**config.mk**
```make
export PLATFORM = sky130hd
export DESIGN_NAME = eem16_proj3
export DESIGN_NICKNAME = d
export VERILOG_FILES = /design/src/rtl/eem16_proj3_pkg.sv /design/src/rtl/jk_ff.sv /design/src/rtl/eem16_proj3.sv
export SDC_FILE = /design/constraint.sdc
export NUM_CORES = 1
export LEC_CHECK = 0
export ABC_AREA = 1
export BUFFER_PORTS_ARGS = -buffer_cell sky130_fd_sc_hd__buf_2
export CORE_AREA = 2 2 39 41
export DETAILED_ROUTE_END_ITERATION = 12
export DIE_AREA = 0 0 41 43
export GPL_TIMING_DRIVEN = 0
export HOLD_SLACK_MARGIN = 0.02
export SLEW_MARGIN = 20
export SYNTH_ARGS = -nofsm -noshare
export SYNTH_HDL_FRONTEND = slang
export SYNTH_SLANG_ARGS = --single-unit
```
**constraint.sdc**
```tcl
create_clock -name clk -period 1.6 [get_ports clk]
set_clock_uncertainty 0.05 [all_clocks]
set_input_delay 0.16 -clock clk [delete_from_list [all_inputs] [get_ports clk]]
set_output_delay 0.16 -clock clk [all_outputs]
set_load 0.1 [all_outputs]
```
**src/rtl/eem16_proj3_pkg.sv**
```systemverilog
// Shared constants for the 15-cent vending controller: state encodings, coin
// codes and the pure next-state / output functions used by the top level.
package eem16_proj3_pkg;

    localparam logic [2:0] S0  = 3'b000;
    localparam logic [2:0] S5  = 3'b001;
    localparam logic [2:0] S10 = 3'b010;
    localparam logic [2:0] S15 = 3'b011;
    localparam logic [2:0] S20 = 3'b100;

    typedef enum logic [1:0] {
        COIN_NONE    = 2'b00,
        COIN_NICKEL  = 2'b01,
        COIN_INVALID = 2'b10,
        COIN_DIME    = 2'b11
    } coin_e;

    typedef struct packed {
        logic dispense;
        logic change;
    } vend_out_t;

    // The invalid code falls into the default arm everywhere, so it credits nothing.
    function automatic logic [2:0] next_state_f(logic [2:0] state, coin_e coin);
        logic [2:0] nxt;
        // NOTE: a default assignment up front means every path writes nxt,
        // so no latch is inferred when this is called from always_comb.
        nxt = S0;
        case (state)
            S0, S15, S20: begin
                case (coin)
                    COIN_NICKEL: nxt = S5;
                    COIN_DIME:   nxt = S10;
                    default:     nxt = S0;
                endcase
            end
            S5: begin
                case (coin)
                    COIN_NICKEL: nxt = S10;
                    COIN_DIME:   nxt = S15;
                    default:     nxt = S5;
                endcase
            end
            S10: begin
                case (coin)
                    COIN_NICKEL: nxt = S15;
                    COIN_DIME:   nxt = S20;
                    default:     nxt = S10;
                endcase
            end
            default: nxt = S0;
        endcase
        return nxt;
    endfunction

    function automatic vend_out_t decode_out_f(logic [2:0] state);
        vend_out_t o;
        o.dispense = (state == S15) || (state == S20);
        o.change   = (state == S20);
        return o;
    endfunction

endpackage

```
**src/rtl/jk_ff.sv**
```systemverilog
// JK flip-flop with asynchronous active-low clear; one bit of controller state.
module jk_ff (
    input  logic clk,
    input  logic rst_n,
    input  logic j,
    input  logic k,
    output logic q
);

    // NOTE: state is written with non-blocking assignments so every flop
    // samples pre-edge values, independent of block evaluation order.
    always_ff @(posedge clk or negedge rst_n) begin
        if (!rst_n) begin
            q <= 1'b0;
        end else begin
            case ({j, k})
                2'b01:   q <= 1'b0;
                2'b10:   q <= 1'b1;
                2'b11:   q <= ~q;
                default: q <= q;
            endcase
        end
    end

endmodule

```
**src/rtl/eem16_proj3.sv**
```systemverilog
// Moore vending controller: nickels/dimes accumulate to 15c, then one dispense
// cycle (plus change at 20c). State lives in three JK flops.
module eem16_proj3
    import eem16_proj3_pkg::*;
(
    input  logic clk,
    input  logic r,
    input  logic x1,
    input  logic x0,
    output logic z1,
    output logic z0
);

    logic [2:0] state;
    logic [2:0] next_state;
    logic [2:0] j;
    logic [2:0] k;
    coin_e      coin;
    vend_out_t  vend;

    assign coin = coin_e'({x1, x0});

    // JK excitation: set bits that must rise, clear bits that must fall, hold the rest.
    always_comb begin
        next_state = next_state_f(state, coin);
        j          = ~state & next_state;
        k          = state & ~next_state;
    end

    for (genvar i = 0; i < 3; i++) begin : g_state_ff
        jk_ff u_ff (
            .clk   (clk),
            .rst_n (r),
            .j     (j[i]),
            .k     (k[i]),
            .q     (state[i])
        );
    end

    assign vend = decode_out_f(state);
    assign z1   = vend.dispense;
    assign z0   = vend.change;

endmodule

```
==> run_results.csv <==
group,metric,value,unit
detailed_routing,drt_iter0_drc,1,
timing,setup_viol_count_final,0,
synthesis,synth_top_area_share,0.306,
critical_path,crit_path_end_kind,"output pin",
grt,track_usage,0.0734,
finish,largest_reg_flops,3,
synthesis,ys_seq_elements,3,
critical_path,worst_ep_required_time,1.39,ns
synthesis,syn_area_per_cell,6.63,um^2
synthesis,yosys.area_share.adder,0.153,
grt,antenna_found_initial,0,
finish,regMostFlops,"g_state_ff.u_ff.q",
flow_run,drv_cap,0,
critical_path,timing.rr.start,"g_state_ff[0].u_ff.q",
synthesis,synth_compound_area_frac,0.0816,
synthesis,synth-seq-area-share,0.306,
clocking,clkTransAtPathRegs,0.04,ns
placement,dp_hpwl,424,um
finish,area_growth,40.8,%
floorplanning,die_width,41,um
timing,min_period,1.48,ns
finish,diodes,0,
critical_path,cp_max_fo,6,
floorplanning,die_h,43,um
clocking,cts_tree,"yes",
timing,rsz0062_at_grt,"false",
clocking,h-tree-depth,1,
critical_path,slowest_stage,"dfrtp_1",
synthesis,netlist_area,245,um^2
synthesis,synthesis.nets,44,
finish,fin_nets,56,
synthesis,yosys_warnings,0,
synthesis,synth_cell_types,10,
grt,grt_max_degree,8,
detailed_routing,wirelength,523,um
critical_path,cp_data_arrival_time,1.27,ns
synthesis,synthXorXnorAreaFrac,0,
placement,portBuffers,5,
floorplanning,dieArea,1760,um^2
grt,grt_pass1_vias,246,
synthesis,synth_edf_count,0,
grt,grt_pass1_wl,841,um
synthesis,ys.flop_type,"dfrtp_1",
timing,fin_crit_sh,0.925,
synthesis,netlist_instances,37,
placement,globalplace.congestion,0.701,
detailed_routing,drc,0,
synthesis,synth_top_family_by_area,"simple AND/OR/NAND/NOR gates",
critical_path,ff2ff_setup_slack,0.19,ns
critical_path,worst-r2r-cell-count,8,
clocking,cts_root_buf,"clkbuf_4",
clocking,cts.sinks,3,
timing,fmax,676,MHz
clocking,cts_buffers,3,
critical_path,max_stage_delay,0.39,ns
detailed_routing,ant_nets,0,
detailed_routing,wire_per_inst,8.17,um
detailed_routing,detail_route.vias_per_cell,4.30,
floorplanning,core.rowCount,14,
timing,worst_slack,0.120,ns
detailed_routing,vias,275,
timing,maxSlewViolCount,0,
timing,maxSlewHeadroom,0.800,
floorplanning,num_io_pins,6,
placement,pre_cts_ws,0.182,ns
floorplanning,start_util,0.177,
synthesis,yosysTopAreaCell,"dfrtp_1",
synthesis,async_reset_ff_frac,1.00,
min_path,hold_path.class,"in2async",
critical_path,reg2reg_to,"g_state_ff[0].u_ff.q",
synthesis,synthTopCellsByArea,"dfrtp_1, ha_1, nand3_1",
critical_path,startpoint_type,"register",
floorplanning,coreArea,1380,um^2
finish,fillers,159,
synthesis,synthSimpleGateAreaFrac,0.367,
timing,hold_violations,0,
finish,drive_above_1_share,0.292,
detailed_routing,firstDrtPassIters,2,
critical_path,crit_type,"reg2out",
synthesis,muxShareOfSynthArea,0,
grt,gr-total-overflow,0,
timing,tightest_slew,0.301,ns
clocking,clkLatencyLatePin,0.23,ns
finish,reg_top3,"g_state_ff.u_ff.q (3)",
status,outcome,"finished clean",
clocking,cts_buffer_depth,2,
critical_path,cp_cell_sequence,"inv_2, nand2_1, o21ai_2, buf_4",
synthesis,synth_commonest_cells,"nand3_1, nor2_1, nand2_1",
-- stage by stage --
step	instances	hold slack (ns)	cell area, um^2	utilization	TNS (ns)
2_1_floorplan	37	-0.186	251	-	-0.00322
6_report	64	0.205	345	0.250	0
3_5_place_dp	58	-0.0910	297	0.214	0
3_3_place_gp	58	-0.0932	297	0.214	0
4_1_cts	63	0.197	335	0.242	0
5_1_grt	64	0.228	345	0.250	0
-- cells by family (layout without fill, tap and decap cells) --
kind of cell	Yosys count	in the layout
compound gates	4	4
fa+ha+maj	3	3
buf+inv	6	17
flops	3	3
simple gates	21	21
-- worst max-delay path: cells and delay by family (launching register included) --
| family | cells | cell delay (ns) |
|---|---|---|
| AO/OA/AOI/OAI | 1 | 0.13 |
| buffers and inverters | 2 | 0.41 |
| AND/OR/NAND/NOR | 1 | 0.11 |
| flip-flops | 1 | 0.39 |
-- repair_timing --
| action | CTS | global route |
|---|---|---|
| hold endpoints to repair | 3 | 0 |
| endpoints found under the setup margin | 1 | 2 |
| gates resized for setup | 1 | 1 |
| hold buffers | 1 | 0 |
| buffers inserted | 0 | 1 |
-- metal layers --
layer,part of all wire,track usage,up-vias
met5,0,0,-
met4,0,0.0400,0
met3,0.034,0.0471,0
met2,0.55,0.119,3
met1,0.41,0.0645,128
li1,-,-,144
-- area by class of cell --
type | count | area, um^2 | share of cell area
Sequential cell | 3 | 75.1 | 0.217
Clock buffer | 4 | 26.3 | 0.0761
Tap cell | 16 | 20.0 | 0.0580
Timing Repair Buffer | 7 | 47.5 | 0.138
Multi-Input combinational cell | 28 | 154 | 0.446
Inverter | 6 | 22.5 | 0.0652
-- how the worst max path moves through the flow --
stage / start / end
2_1_floorplan: g_state_ff[0].u_ff.q / z1
3_3_place_gp: g_state_ff[2].u_ff.q / g_state_ff[0].u_ff.q
3_5_place_dp: g_state_ff[2].u_ff.q / g_state_ff[1].u_ff.q
4_1_cts: g_state_ff[0].u_ff.q / z0
5_1_grt: g_state_ff[0].u_ff.q / g_state_ff[0].u_ff.q
6_report: g_state_ff[0].u_ff.q / z1
-- cells in the final DEF (no fill, tap or decap), drive strengths merged --
cell type	count
dlygate4sd3	1
nand2	6
ha	3
dfrtp	3
a21oi	3
o21ai	1
nor4	1
buf	5
clkbuf	5
nor2	7
inv	6
nand3	7
Power is left out: the tool's default activity adds up to more than one toggle a clock period on the data nets, which glitch-free logic cannot reach.
